**config.mk**
```make
export PLATFORM = sky130hd
export DESIGN_NAME = riscv_mem_arbiter_flat
export DESIGN_NICKNAME = d
export VERILOG_FILES = /design/src/rtl/riscv_mem_arbiter_if.sv /design/src/rtl/riscv_mem_arbiter.sv /design/src/flat_wrapper.sv
export SDC_FILE = /design/constraint.sdc
export NUM_CORES = 1
export LEC_CHECK = 0
export CAP_MARGIN = 20
export CORE_UTILIZATION = 42
export DETAILED_ROUTE_END_ITERATION = 6
export PLACE_DENSITY = 0.82
export RECOVER_POWER = 100
export SETUP_SLACK_MARGIN = 0.15
export SYNTH_ARGS = -nofsm -noshare
export SYNTH_HDL_FRONTEND = slang
export SYNTH_SLANG_ARGS = --single-unit
```
**constraint.sdc**
```tcl
create_clock -name clk -period 5.2 [get_ports clk]
set_input_delay 1.04 -clock clk [delete_from_list [all_inputs] [get_ports clk]]
set_output_delay 1.04 -clock clk [all_outputs]
set_load 0.005 [all_outputs]
```
**src/rtl/riscv_mem_arbiter_if.sv**
```systemverilog
// Bundle of the fetch, data and backing-memory handshakes around the memory arbiter.
// The slave view belongs to the arbiter; the master view is the core plus the memory.
interface riscv_mem_arbiter_if #(
    parameter int ADDR_W = 32,
    parameter int DATA_W = 32
);
    logic              i_req;
    logic [ADDR_W-1:0] i_addr;
    logic              i_gnt;
    logic              i_rvalid;
    logic [DATA_W-1:0] i_rdata;

    logic              d_req;
    logic [ADDR_W-1:0] d_addr;
    logic [3:0]        d_we;
    logic [DATA_W-1:0] d_wdata;
    logic              d_gnt;
    logic              d_rvalid;
    logic [DATA_W-1:0] d_rdata;

    logic              mem_req_valid;
    logic              mem_req_ready;
    logic [ADDR_W-1:0] mem_addr;
    logic [3:0]        mem_we;
    logic [DATA_W-1:0] mem_wdata;
    logic              mem_resp_valid;
    logic [DATA_W-1:0] mem_resp_data;

    logic              stall;
    logic              protocol_err;

    modport master (
        output i_req, i_addr, d_req, d_addr, d_we, d_wdata,
               mem_req_ready, mem_resp_valid, mem_resp_data,
        input  i_gnt, i_rvalid, i_rdata, d_gnt, d_rvalid, d_rdata,
               mem_req_valid, mem_addr, mem_we, mem_wdata, stall, protocol_err
    );

    modport slave (
        input  i_req, i_addr, d_req, d_addr, d_we, d_wdata,
               mem_req_ready, mem_resp_valid, mem_resp_data,
        output i_gnt, i_rvalid, i_rdata, d_gnt, d_rvalid, d_rdata,
               mem_req_valid, mem_addr, mem_we, mem_wdata, stall, protocol_err
    );
endinterface

```
**src/rtl/riscv_mem_arbiter.sv**
```systemverilog
// Single-outstanding arbiter sharing one memory port between fetch and data, with
// data priority bounded by a streak counter so fetch cannot starve.
module riscv_mem_arbiter #(
    parameter int ADDR_W       = 32,
    parameter int DATA_W       = 32,
    parameter int MAX_D_STREAK = 4
) (
    input  logic               clk,
    input  logic               reset,
    riscv_mem_arbiter_if.slave bus
);
    localparam int CNT_W = $clog2(MAX_D_STREAK + 1);
    localparam logic [CNT_W-1:0] STREAK_MAX = CNT_W'(MAX_D_STREAK);

    typedef enum logic [2:0] {IDLE, ISSUE_D, ISSUE_I, WAIT_D, WAIT_I} state_t;

    state_t            state;
    logic [CNT_W-1:0]  streak;
    logic              mem_req_valid_q;
    logic [ADDR_W-1:0] mem_addr_q;
    logic [3:0]        mem_we_q;
    logic [DATA_W-1:0] mem_wdata_q;
    logic              i_rvalid_q;
    logic              d_rvalid_q;
    logic [DATA_W-1:0] i_rdata_q;
    logic [DATA_W-1:0] d_rdata_q;
    logic              protocol_err_q;

    logic forced;
    logic accept;

    // Fetch wins IDLE arbitration once data has been granted MAX_D_STREAK times in a row.
    assign forced = bus.i_req && (streak == STREAK_MAX);
    assign accept = mem_req_valid_q && bus.mem_req_ready;

    assign bus.i_gnt         = (state == ISSUE_I) && accept;
    assign bus.d_gnt         = (state == ISSUE_D) && accept;
    assign bus.stall         = (state != IDLE) || bus.i_req || bus.d_req;
    assign bus.mem_req_valid = mem_req_valid_q;
    assign bus.mem_addr      = mem_addr_q;
    assign bus.mem_we        = mem_we_q;
    assign bus.mem_wdata     = mem_wdata_q;
    assign bus.i_rvalid      = i_rvalid_q;
    assign bus.d_rvalid      = d_rvalid_q;
    assign bus.i_rdata       = i_rdata_q;
    assign bus.d_rdata       = d_rdata_q;
    assign bus.protocol_err  = protocol_err_q;

    always_ff @(posedge clk or posedge reset) begin
        if (reset) begin
            state           <= IDLE;
            streak          <= '0;
            mem_req_valid_q <= 1'b0;
            mem_addr_q      <= '0;
            mem_we_q        <= '0;
            mem_wdata_q     <= '0;
            i_rvalid_q      <= 1'b0;
            d_rvalid_q      <= 1'b0;
            i_rdata_q       <= '0;
            d_rdata_q       <= '0;
            protocol_err_q  <= 1'b0;
        end else begin
            i_rvalid_q <= 1'b0;
            d_rvalid_q <= 1'b0;
            case (state)
                IDLE: begin
                    if (bus.mem_resp_valid) protocol_err_q <= 1'b1;
                    if (bus.d_req && !forced) begin
                        mem_addr_q      <= bus.d_addr;
                        mem_we_q        <= bus.d_we;
                        mem_wdata_q     <= bus.d_wdata;
                        mem_req_valid_q <= 1'b1;
                        state           <= ISSUE_D;
                    end else if (bus.i_req) begin
                        mem_addr_q      <= bus.i_addr;
                        mem_we_q        <= 4'b0000;
                        mem_req_valid_q <= 1'b1;
                        state           <= ISSUE_I;
                    end
                end
                ISSUE_D, ISSUE_I: begin
                    if (bus.mem_resp_valid) protocol_err_q <= 1'b1;
                    if (accept) begin
                        mem_req_valid_q <= 1'b0;
                        if (state == ISSUE_D) begin
                            state <= WAIT_D;
                            // Only data grants that overtake a waiting fetch count toward the streak.
                            if (!bus.i_req)              streak <= '0;
                            else if (streak != STREAK_MAX) streak <= streak + CNT_W'(1);
                        end else begin
                            state  <= WAIT_I;
                            streak <= '0;
                        end
                    end
                end
                WAIT_D: begin
                    if (bus.mem_resp_valid) begin
                        d_rdata_q  <= bus.mem_resp_data;
                        d_rvalid_q <= 1'b1;
                        state      <= IDLE;
                    end
                end
                WAIT_I: begin
                    if (bus.mem_resp_valid) begin
                        i_rdata_q  <= bus.mem_resp_data;
                        i_rvalid_q <= 1'b1;
                        state      <= IDLE;
                    end
                end
                default: state <= IDLE;
            endcase
        end
    end
endmodule

```
**src/flat_wrapper.sv**
```systemverilog
// flat-port wrapper written by rule: the top's interface ports become plain ports
module riscv_mem_arbiter_flat 
#(
    parameter int ADDR_W       = 32,
    parameter int DATA_W       = 32,
    parameter int MAX_D_STREAK = 4
)
  (clk, reset, bus_i_req, bus_i_addr, bus_d_req, bus_d_addr, bus_d_we, bus_d_wdata, bus_mem_req_ready, bus_mem_resp_valid, bus_mem_resp_data, bus_i_gnt, bus_i_rvalid, bus_i_rdata, bus_d_gnt, bus_d_rvalid, bus_d_rdata, bus_mem_req_valid, bus_mem_addr, bus_mem_we, bus_mem_wdata, bus_stall, bus_protocol_err);
  riscv_mem_arbiter_if #(.ADDR_W(ADDR_W), .DATA_W(DATA_W)) bus_i ();
  input  logic clk;
  input  logic reset;
  input wire logic [$bits(bus_i.i_req)-1:0] bus_i_req;
  input wire logic [$bits(bus_i.i_addr)-1:0] bus_i_addr;
  input wire logic [$bits(bus_i.d_req)-1:0] bus_d_req;
  input wire logic [$bits(bus_i.d_addr)-1:0] bus_d_addr;
  input wire logic [$bits(bus_i.d_we)-1:0] bus_d_we;
  input wire logic [$bits(bus_i.d_wdata)-1:0] bus_d_wdata;
  input wire logic [$bits(bus_i.mem_req_ready)-1:0] bus_mem_req_ready;
  input wire logic [$bits(bus_i.mem_resp_valid)-1:0] bus_mem_resp_valid;
  input wire logic [$bits(bus_i.mem_resp_data)-1:0] bus_mem_resp_data;
  output wire logic [$bits(bus_i.i_gnt)-1:0] bus_i_gnt;
  output wire logic [$bits(bus_i.i_rvalid)-1:0] bus_i_rvalid;
  output wire logic [$bits(bus_i.i_rdata)-1:0] bus_i_rdata;
  output wire logic [$bits(bus_i.d_gnt)-1:0] bus_d_gnt;
  output wire logic [$bits(bus_i.d_rvalid)-1:0] bus_d_rvalid;
  output wire logic [$bits(bus_i.d_rdata)-1:0] bus_d_rdata;
  output wire logic [$bits(bus_i.mem_req_valid)-1:0] bus_mem_req_valid;
  output wire logic [$bits(bus_i.mem_addr)-1:0] bus_mem_addr;
  output wire logic [$bits(bus_i.mem_we)-1:0] bus_mem_we;
  output wire logic [$bits(bus_i.mem_wdata)-1:0] bus_mem_wdata;
  output wire logic [$bits(bus_i.stall)-1:0] bus_stall;
  output wire logic [$bits(bus_i.protocol_err)-1:0] bus_protocol_err;
  assign bus_i.i_req = bus_i_req;
  assign bus_i.i_addr = bus_i_addr;
  assign bus_i.d_req = bus_d_req;
  assign bus_i.d_addr = bus_d_addr;
  assign bus_i.d_we = bus_d_we;
  assign bus_i.d_wdata = bus_d_wdata;
  assign bus_i.mem_req_ready = bus_mem_req_ready;
  assign bus_i.mem_resp_valid = bus_mem_resp_valid;
  assign bus_i.mem_resp_data = bus_mem_resp_data;
  assign bus_i_gnt = bus_i.i_gnt;
  assign bus_i_rvalid = bus_i.i_rvalid;
  assign bus_i_rdata = bus_i.i_rdata;
  assign bus_d_gnt = bus_i.d_gnt;
  assign bus_d_rvalid = bus_i.d_rvalid;
  assign bus_d_rdata = bus_i.d_rdata;
  assign bus_mem_req_valid = bus_i.mem_req_valid;
  assign bus_mem_addr = bus_i.mem_addr;
  assign bus_mem_we = bus_i.mem_we;
  assign bus_mem_wdata = bus_i.mem_wdata;
  assign bus_stall = bus_i.stall;
  assign bus_protocol_err = bus_i.protocol_err;
  riscv_mem_arbiter #(.ADDR_W(ADDR_W), .DATA_W(DATA_W), .MAX_D_STREAK(MAX_D_STREAK)) u_core (.clk(clk), .reset(reset), .bus(bus_i));
endmodule
```
* After elaboration in Yosys (flattened, before gate mapping)
Cells that the tools add are included.
Storage, ports and cells: register bits 142, bits in latches 0, RAM bits 0, ROM bits 0, input port bits 138, output and inout port bits 139, logic and storage cells 65, memories kept 0
Cells by class: $add $sub $neg 1, $mul 0, divide/modulo/power cells 0, $lt $le $gt $ge 0, eq/ne operators 10, shift-type cells 0, multiplexer cells 20, bitwise logic cells 0, reduce and logical (&&, ||, !) cells 23
Operator list (count):
- 32-bit two-way mux | 2
- 3-bit two-way mux | 8
- 2-bit AND reduction | 5
- 3-bit case mux with 3 select lines | 1
- 3-bit AND reduction | 3
- 4-bit two-way mux | 2
- 3-bit by 2-bit equality test with 1-bit output, second input constant | 2
- 3-bit equality test, second input constant | 2
- 1-bit two-way mux | 6
- 3-bit inequality test, second input constant | 2
- 1-bit logical AND | 5
- 2-bit by 1-bit inequality test with 1-bit output, second input constant | 2
- 2-bit nonzero test | 2
- 2-bit OR reduction | 2
- 3-bit by 1-bit adder with 3-bit output, second input constant | 1
- 3-bit by 1-bit equality test with 1-bit output, second input constant | 1
- 3-bit zero test | 1
- 3-bit by 2-bit inequality test with 1-bit output, second input constant | 1
- 3-bit nonzero test | 1
- 3-bit OR reduction | 1
- 1-bit logical OR | 2
- 1-bit case mux with 2 select lines | 1
- 1-bit zero test | 1

* Depth between registers and ports, before layout
depth after elaboration 6, depth in mapped cells 8, gate-level depth less buffers 6

* Least setup slack after synthesis
No wires, ideal clock.
path type input to output, from input port bus_mem_req_ready, to output port bus_d_gnt, arrival 1321 ps, data required time 4160 ps, slack 2839 ps, stages 2, path through nand3b_1 > nor2_1
Between the ends: word-level cells in the longest chain between the ends 2
RTL lines:
- start, declared | RTL line flat_wrapper.sv:18 | input wire logic [$bits(bus_i.mem_req_ready)-1:0] bus_mem_req_ready;
- 1-bit logical AND | RTL line riscv_mem_arbiter.sv:34 | assign accept = mem_req_valid_q && bus.mem_req_ready;
- 1-bit logical AND | RTL line riscv_mem_arbiter.sv:37 | assign bus.d_gnt = (state == ISSUE_D) && accept;
- end, declared | RTL line flat_wrapper.sv:24 | output wire logic [$bits(bus_i.d_gnt)-1:0] bus_d_gnt;
No other way between the ends.

* Final worst setup path
from input port bus_i_req, to output port bus_stall
Between the ends: word-level cells in the longest chain between the ends 2
RTL lines:
- start, declared | RTL line flat_wrapper.sv:12 | input wire logic [$bits(bus_i.i_req)-1:0] bus_i_req;
- 1-bit logical OR (2 in series) | RTL line riscv_mem_arbiter.sv:38 | assign bus.stall = (state != IDLE) || bus.i_req || bus.d_req;
- end, declared | RTL line flat_wrapper.sv:31 | output wire logic [$bits(bus_i.stall)-1:0] bus_stall;
No other way between the ends.

==> metrics.txt <==
# TYPE chip_impl_metric gauge
chip_impl_info{name="run_status",value="finished, violations left"} 1
chip_impl_info{name="violations",value="max-capacitance violations, max-slew violations"} 1
chip_impl_metric{name="tns",unit="ns"} 0
chip_impl_info{name="critPathKind",value="primary input to output pin"} 1
chip_impl_metric{name="worst_slew_pin_slew",unit="ns"} 2.30
chip_impl_metric{name="total_switching_power",unit="mW"} 1.53
chip_impl_metric{name="mappedNetlistNets",unit=""} 597
chip_impl_metric{name="die-area",unit="mm^2"} 0.0148
chip_impl_metric{name="final_antenna_net_count",unit=""} 0
chip_impl_metric{name="synth_largest_type_area_fraction",unit=""} 0.592
chip_impl_metric{name="drt-initial-drc-count",unit=""} 222
chip_impl_metric{name="fin_crit_sh",unit=""} 0.700
chip_impl_metric{name="critical_path_peak_fanout",unit=""} 7
chip_impl_info{name="startpoint_type",value="primary input"} 1
chip_impl_metric{name="antenna_found_initial",unit=""} 0
chip_impl_metric{name="worst_ep_arrival_time",unit="ns"} 2.60
chip_impl_metric{name="via_count_of_the_first_global_routing_pass",unit=""} 4968
chip_impl_metric{name="max_cap_viol_count",unit=""} 4
chip_impl_metric{name="irDropWorstVdd",unit="uV"} 332
chip_impl_info{name="synthDominantAreaCellType",value="dfrtp_1"} 1
chip_impl_metric{name="place.gp.congestion",unit=""} 0.878
chip_impl_metric{name="fill_cells",unit=""} 1064
chip_impl_metric{name="diodes",unit=""} 0
chip_impl_info{name="hold_class",value="register to register"} 1
chip_impl_metric{name="ios",unit=""} 277
chip_impl_metric{name="grt_pass1_wl",unit="um"} 25100
chip_impl_metric{name="count_of_final_setup_violators",unit=""} 0
chip_impl_metric{name="leakagePower",unit="nW"} 4.10
chip_impl_info{name="clk_root_buffer_cell",value="clkbuf_16"} 1
chip_impl_info{name="tritoncts",value="done"} 1
chip_impl_metric{name="worst-endpoint-required",unit="ns"} 4.16
chip_impl_metric{name="postSynthRegisterBits",unit=""} 142
chip_impl_metric{name="die-width",unit="um"} 122
chip_impl_metric{name="internal_power_contribution",unit="mW"} 3.55
chip_impl_metric{name="final-max-slew-violation-count",unit=""} 215
chip_impl_metric{name="final_layout_size_suffix_gt1_frac",unit=""} 0.109
chip_impl_metric{name="post_drt_wl_per_cell",unit="um"} 17.5
chip_impl_metric{name="areaGrowthSynthToFinish",unit="%"} 54.0
chip_impl_info{name="rsz0062_at_grt",value="no"} 1
chip_impl_metric{name="worst_clock_skew",unit="ns"} 0.00785
chip_impl_metric{name="hold_buffers",unit=""} 0
chip_impl_metric{name="cts.repair.resized",unit=""} 0
chip_impl_metric{name="detail_route.vias_per_cell",unit=""} 5.09
chip_impl_metric{name="drc_errors",unit=""} 0
chip_impl_metric{name="grt_remaining_overflow",unit=""} 0
chip_impl_metric{name="timing_hold_violations_final",unit=""} 0
chip_impl_metric{name="comb_power_share",unit=""} 0.386
chip_impl_metric{name="drtPass1Iterations",unit=""} 4
chip_impl_info{name="yosys_most_used_dff",value="dfrtp_1"} 1
chip_impl_metric{name="post_synth_instance_area",unit="mm^2"} 0.00600
chip_impl_metric{name="post_cts.repair.setup_buffers",unit=""} 0
chip_impl_metric{name="grt_start_max_net_pins",unit=""} 110
chip_impl_metric{name="grt_usage",unit=""} 0.224
chip_impl_metric{name="num_rows",unit=""} 43
chip_impl_metric{name="sequentialPowerShare",unit=""} 0.372
chip_impl_metric{name="numCtsBuffers",unit=""} 17
chip_impl_metric{name="max_slew_margin",unit=""} -0.532
chip_impl_metric{name="clock_tree.htree_level_count",unit=""} 4
chip_impl_metric{name="clkPwrFrac",unit=""} 0.242
chip_impl_metric{name="async_flop_share",unit=""} 1.00
chip_impl_metric{name="number_of_flops_mapped_to_enable_cells_by_yosys",unit=""} 0
chip_impl_metric{name="floorplan.initialDensity",unit=""} 0.431
chip_impl_metric{name="clock_tree.buffer_depth",unit=""} 2
chip_impl_metric{name="core_area",unit="mm^2"} 0.0139
chip_impl_info{name="synth.area.top_cells",value="dfrtp_1, mux2_4, mux2_2"} 1
chip_impl_metric{name="layout.cells.non_filler",unit=""} 922
chip_impl_metric{name="powerDensity",unit="mW/mm^2"} 550
chip_impl_metric{name="layout.area.seq",unit="mm^2"} 0.00355
chip_impl_metric{name="seq_area_frac_synth",unit=""} 0.592
chip_impl_metric{name="io_buffers",unit=""} 276
chip_impl_metric{name="regToRegSetupSlack",unit="ns"} 2.33
chip_impl_metric{name="postSynthCellCount",unit=""} 457
chip_impl_metric{name="detailroute.via_count",unit=""} 4696
chip_impl_info{name="timing.critical_path.to_type",value="output pin"} 1
chip_impl_metric{name="netlist-cell-type-count",unit=""} 33
chip_impl_metric{name="final.min_clock_period",unit="ns"} 3.64
chip_impl_metric{name="route.final.wire_length",unit="um"} 16200
chip_impl_metric{name="switching_share",unit=""} 0.302
chip_impl_metric{name="cts_sinks",unit=""} 142
chip_impl_metric{name="numPlacedInstances",unit=""} 888
chip_impl_metric{name="clkTransAtPathRegs",unit="ns"} 0.06
chip_impl_metric{name="detailed_place_hpwl",unit="um"} 11500
chip_impl_metric{name="synthesis.yosys.warnings",unit=""} 0
chip_impl_metric{name="die_height",unit="um"} 122
chip_impl_metric{name="clk_latency",unit="ns"} 0.41
chip_impl_metric{name="avgSynthCellArea",unit="um^2"} 13.1
chip_impl_metric{name="fmaxAchievable",unit="MHz"} 275
chip_impl_metric{name="final_nets",unit=""} 869
chip_impl_metric{name="multiInputGateArea",unit="mm^2"} 0.00201
[worst paths after layout]
check / start / to / cells after the start
worst min-delay path: u_core.bus.protocol_err / u_core.bus.protocol_err / 1
max in group asynchronous: reset / u_core.bus.d_rdata[29] / 3
worst max register to register: u_core.state[0] / u_core.bus.mem_wdata[10] / 3
min in group asynchronous: reset / u_core.bus.mem_we[1] / 2
worst min register to register: u_core.bus.protocol_err / u_core.bus.protocol_err / 1
worst max-delay path: bus_i_req / bus_stall / 4
[sequential cells by signal, summed over array words and instances (netlist names)]
signal / cells
u_core.bus.mem_we: 4
u_core.streak: 3
u_core.state: 3
u_core.bus.mem_wdata: 32
u_core.bus.d_rdata: 32
u_core.bus.mem_req_valid: 1
u_core.bus.mem_addr: 32
u_core.bus.protocol_err: 1
u_core.bus.i_rdata: 32
u_core.bus.d_rvalid: 1
u_core.bus.i_rvalid: 1
[logic make-up (layout without fill, tap and decap cells)]
group | Yosys count | in the layout | synth area share
AO/OA/AOI/OAI | 80 | 80 | 0.0728
XOR/XNOR | 1 | 1 | 0.00146
adder cells (fa/ha/maj) | 2 | 2 | 0.00417
buffers and inverters | 33 | 318 | 0.0384
flip-flops | 142 | 142 | 0.592
multiplexers | 97 | 97 | 0.216
AND/OR/NAND/NOR | 102 | 102 | 0.0746
[cells in the final DEF, fill, tap and decap left out, types with 5 or more instances in the layout]
cell type	count
mux2_1	57
dlygate4sd3_1	143
nand2_1	42
nor2_1	39
nand3_1	5
clkbuf_16	17
a21oi_1	66
clkdlybuf4s50_1	133
dfrtp_1	142
mux2_2	40
[cell type report]
| class | count | area share |
|---|---|---|
| sequential | 142 | 0.384 |
| clock inverter | 11 | 0.0138 |
| timing repair buffer | 281 | 0.305 |
| multi-input combinational | 282 | 0.218 |
| inverter | 5 | 0.00244 |
| tap | 180 | 0.0244 |
| clock buffer | 21 | 0.0520 |
[per-stage QoR]
| step | total power, mW | worst slack [ns] | area, um^2 | hold WS, ns | util |
|---|---|---|---|---|---|
| finish | 5.08 | 1.56 | 9240 | 0.458 | 0.663 |
| global route | 5.39 | 1.11 | 9240 | 0.476 | 0.663 |
| floorplan | 2.94 | 0.350 | 6000 | 0.451 | - |
| detailed placement | 4.25 | 1.75 | 8820 | 0.449 | 0.633 |
| global placement | 4.15 | 1.79 | 8810 | 0.458 | 0.632 |
| CTS | 5.51 | 1.75 | 9430 | 0.471 | 0.677 |
[synth_stat cells, drive strengths merged (4+ instances only)]
library cell,instances
nor2,39
o21ai,5
inv,5
nand3,5
dfrtp,142
a21oi,66
clkbuf,4
mux2,97
nand2,42
a22o,4
buf,24
[layer usage]
layer  global-route usage  part of all wire  wire [um]
met1                0.244              0.37       6040
met2                0.390              0.51       8250
met3               0.0815             0.086       1390
met4               0.0965             0.030        484
met5                    0                 0          0
[power groups by stage]
stage                     clock, mW  sequential (mW)  combinational [mW]
after floorplan                   0             1.92                1.02
after global placement            0             1.91                2.24
after detailed placement          0             1.94                2.31
after CTS                      1.25             1.93                2.33
after global routing           1.30             1.96                2.13
final                          1.23             1.89                1.96
[critical path, cell delays in order]
cell and delay (ns):
dlygate4sd3_1 0.64, nor2_1 0.25, nand2_1 0.08, dlygate4sd3_1 0.59
(Power assumes the default switching activity.)
==> RTL change 1: new RTL, config.mk and constraints unchanged <==
`ADDR_W` is set to 32 in 3 places; all go to 36.
--- a/src/rtl/riscv_mem_arbiter_if.sv
+++ b/src/rtl/riscv_mem_arbiter_if.sv
@@ -2,5 +2,5 @@
 // The slave view belongs to the arbiter; the master view is the core plus the memory.
 interface riscv_mem_arbiter_if #(
-    parameter int ADDR_W = 32,
+    parameter int ADDR_W = 36,
     parameter int DATA_W = 32
 );
--- a/src/rtl/riscv_mem_arbiter.sv
+++ b/src/rtl/riscv_mem_arbiter.sv
@@ -2,5 +2,5 @@
 // data priority bounded by a streak counter so fetch cannot starve.
 module riscv_mem_arbiter #(
-    parameter int ADDR_W       = 32,
+    parameter int ADDR_W       = 36,
     parameter int DATA_W       = 32,
     parameter int MAX_D_STREAK = 4
--- a/src/flat_wrapper.sv
+++ b/src/flat_wrapper.sv
@@ -2,5 +2,5 @@
 module riscv_mem_arbiter_flat 
 #(
-    parameter int ADDR_W       = 32,
+    parameter int ADDR_W       = 36,
     parameter int DATA_W       = 32,
     parameter int MAX_D_STREAK = 4
Interface: changed (resized bus_d_addr, bus_i_addr and bus_mem_addr); port bits go from 277 to 289. No check against the original RTL was run, so the function may have changed too.
==> RTL change 1 against the original RTL <==
The run still ends with max-capacitance violations, max-slew violations left; wire length is 0.71% higher; final area is 3.3% higher; worst setup slack better by 0.039 ns; combinational power is 4% higher; area after synthesis is 3.4% higher; sequential cell count is 4 higher; clock power is 3% lower; total power is 1.6% higher; critical endpoint unchanged.
==> RTL change 1: results (changes against the original RTL) <==
The flow ran to the end, but the final reports show violations. Violations in the final reports: max-capacitance violations, max-slew violations (unchanged). The fraction of synthesized cell area in xor and xnor cells was 0.141% (was 0.146%); the slack of the worst reg-to-reg path was 2.25 ns (was 2.33 ns). The number of standard cells after synthesis was 478 (was 457); the post-synthesis net count was 626 (was 597). The power drawn by the clock network is 1.19 mW (was 1.23 mW), and the signal arrival time at the worst endpoint is 2.56 ns (was 2.60 ns).

The tools report the via count of the first global-routing pass as 4935 (was 4968). The compound-cell area share of the yosys netlist is 7.68% (was 7.28%). The run gives 105 (was 215) as the total count of max-transition violations in the final report. The run gives 1069 (was 1064) as the fill cell total of the finished layout. The cell area after placement came out at 9200 sq um (was 8820 sq um). The logs give 1.71 ns (was 1.75 ns) for the worst slack at placement and 0.458 ns (about the same) for the post-route worst hold slack. The DRC marker count from the first detailed-route iteration came out at 192 (was 222). The multiplexer fraction of the synthesized cell area came out at 20.9% (was 21.6%). The tools report the reg-to-reg critical path startpoint as u_core.state[1] (was u_core.state[0]). The logs give 911 (was 869) for the final net count and 1 (was 0) for the initial antenna violation count. The net switching share of the total power was 30.2% (about the same); the maximum ir drop on the vdd rail was 0.246 mV (was 0.332 mV). The number of max-capacitance violations reported is 3 (was 4), and the combinational share of power is 39.4% (was 38.6%). The worst-case reg-to-reg path depth is 6 (was 3). For the placed cell count, the log shows 927 (was 888). The count of input and output buffers came out at 288 (was 276). For the net switching power, the log shows 1.56 mW (was 1.53 mW).
## RTL change 1: cell types whose count changed after synthesis, sizes merged
cell / change
a21oi: +8
buf: +1
dfrtp: +4
nand2: +4
nor2: +4
## RTL change 1: cell type report
type	count	share of cell area, %
antenna	2	0.0524
sequential	146	38.3
clock buffer	23	4.90
clock inverter	9	1.10
multi-input combinational	298	21.7
tap	184	2.41
inverter	5	0.210
timing repair buffer	295	31.3
## RTL change 1: per-layer routing
layer | wire, microns | global-route usage (%) | up-vias | part of all wire, %
li1 | - | - | 2232 | -
met3 | 1250 | 6.82 | 40 | 7.7
met1 | 6090 | 23.5 | 2315 | 37
met4 | 613 | 12.0 | 0 | 3.8
met2 | 8310 | 36.6 | 217 | 51
met5 | 0 | 0 | - | 0
## RTL change 1: worst max-delay path, cell delays in order
cell	delay (ns)
sky130_fd_sc_hd__dlygate4sd3_1	0.63
sky130_fd_sc_hd__nor2_1	0.22
sky130_fd_sc_hd__nand2_1	0.07
sky130_fd_sc_hd__dlygate4sd3_1	0.60
==> RTL change 2: new RTL, same settings <==
Without the edit above. Make the reset (`reset`) synchronous in one clocked block.
--- a/src/rtl/riscv_mem_arbiter.sv
+++ b/src/rtl/riscv_mem_arbiter.sv
@@ -47,5 +47,5 @@
     assign bus.protocol_err  = protocol_err_q;
 
-    always_ff @(posedge clk or posedge reset) begin
+    always_ff @(posedge clk) begin
         if (reset) begin
             state           <= IDLE;
Behaviour: differs if reset is asserted again (counterexample within 4 cycles, from zero or initial values and one cycle with reset high); with reset held inactive, the same outputs for 4 cycles.
==> RTL change 2 against the original RTL <==
Critical path type is now in -> reg; the flow still finishes with violations (max-capacitance violations, max-slew violations); register-to-register slack got worse by 0.23 ns; largest cell class is now non-clock buffers; clock skew down 0.0018 ns; synthesized cell count grew 53%; sequential share of layout area is 6.6 points lower; final area down 3.4%; wire length up 4.5%; via count up 22%; sequential cell count is the same; worst setup slack worse by 0.30 ns; area after synthesis down 6.2%; global-route usage is 2.2 points higher; total power fell by 31%.
==> RTL change 2: results (changes against the original RTL) <==
The flow ran to the end, but the final reports show violations. Violations in the final reports: max-capacitance violations, max-slew violations (unchanged). For the signal arrival time at the worst endpoint, the log shows 4.24 ns (was 2.60 ns). The register area was 2840 sq um (was 3550 sq um); the worst slack at placement was 1.53 ns (was 1.75 ns).

The number of stages on the worst hold path works out to 2 (was 1). The clock buffer count in the final layout is 22 (was 21). The normalized max-slew margin is -37.5% (was -53.2%), and the mean cell area of the mapped netlist is 8.08 sq um (was 13.1 sq um). The buffer count excluding the clock tree in the final layout was 288 (was 281). The horizontal die dimension was 118 microns (was 122 microns); the distinct cell type count after synthesis was 39 (was 33). For the HPWL after detailed placement, the log shows 11.7 mm (was 11.5 mm). The clock period minus final worst setup slack was 3.94 ns (was 3.64 ns); the critical path's largest stage delay was 0.96 ns (was 0.64 ns).

The compound-cell area share of the yosys netlist was 18.9% (was 7.28%); the maximum ir drop on the vdd rail was 0.244 mV (was 0.332 mV). The tools report the endpoint with the worst hold slack as u_core.bus.mem_wdata[17] (was u_core.bus.protocol_err). The tools report the power drawn by the clock network as 1.11 mW (was 1.23 mW). Post-route worst hold slack: 0.447 ns (was 0.458 ns). The run gives 148 (was 215) as the total count of max-transition violations in the final report.

First element of the critical path: bus_d_req (was bus_i_req). The multiplexer fraction of the synthesized cell area is 0% (was 21.6%), and the total via count after detailed routing is 5717 (was 4696). For the number of max-capacitance violations reported, the log shows 3 (was 4). The proportion of cell area spent on the clock network was 5.96% (was 6.58%); the share of synthesized flip-flops with an asynchronous set or reset was 0% (was 100%). The run gives 3.50 mW (was 5.08 mW) as the total power of the final layout. The maximum number of pins on one net before global-route repair is 89 (was 110), and the fill cell total of the finished layout is 1048 (was 1064).

The clock tree skew after final layout is 0.00608 ns (was 0.00785 ns). The tools report the slack of the worst reg-to-reg path as 2.10 ns (was 2.33 ns). The power density normalized to cell area is 392 nW/um^2 (was 550 nW/um^2), and the fraction of final layout cells with drive strength greater than 1 is 6.07% (was 10.9%). The DRC marker count from the first detailed-route iteration is 342 (was 222), and the adder and majority gate portion of the synthesized area is 0.445% (was 0.417%). The fraction of synthesized cell area in xor and xnor cells works out to 0% (was 0.146%). The via count of the first global-routing pass is 5371 (was 4968). The post-synthesis net count is 837 (was 597), and the routed via count divided by cell count is 5.07 (was 5.09).

The run gives 142 (unchanged) as the sequential cell count of the final layout. Reg-to-reg critical path startpoint: u_core.state[2] (was u_core.state[0]).
[RTL change 2: changes by cell type after synthesis, moves of 13 or more]
cell and change:
sky130_fd_sc_hd__dfxtp_1 +142, sky130_fd_sc_hd__mux2_4 -55, sky130_fd_sc_hd__mux2_2 -40, sky130_fd_sc_hd__dfrtp_1 -142
sky130_fd_sc_hd__nand2_1 +187, sky130_fd_sc_hd__a311oi_2 +20, sky130_fd_sc_hd__a21oi_1 +36, sky130_fd_sc_hd__nand3_1 +31
sky130_fd_sc_hd__a311oi_1 +13, sky130_fd_sc_hd__clkbuf_1 +27
[RTL change 2: routing by layer]
metal | track usage [%] | routed length (microns) | vias up
li1 | - | - | 2856
met1 | 26.8 | 6560 | 2617
met2 | 43.0 | 8510 | 213
met3 | 8.67 | 1370 | 31
met4 | 10.3 | 439 | 0
met5 | 0 | 0 | -
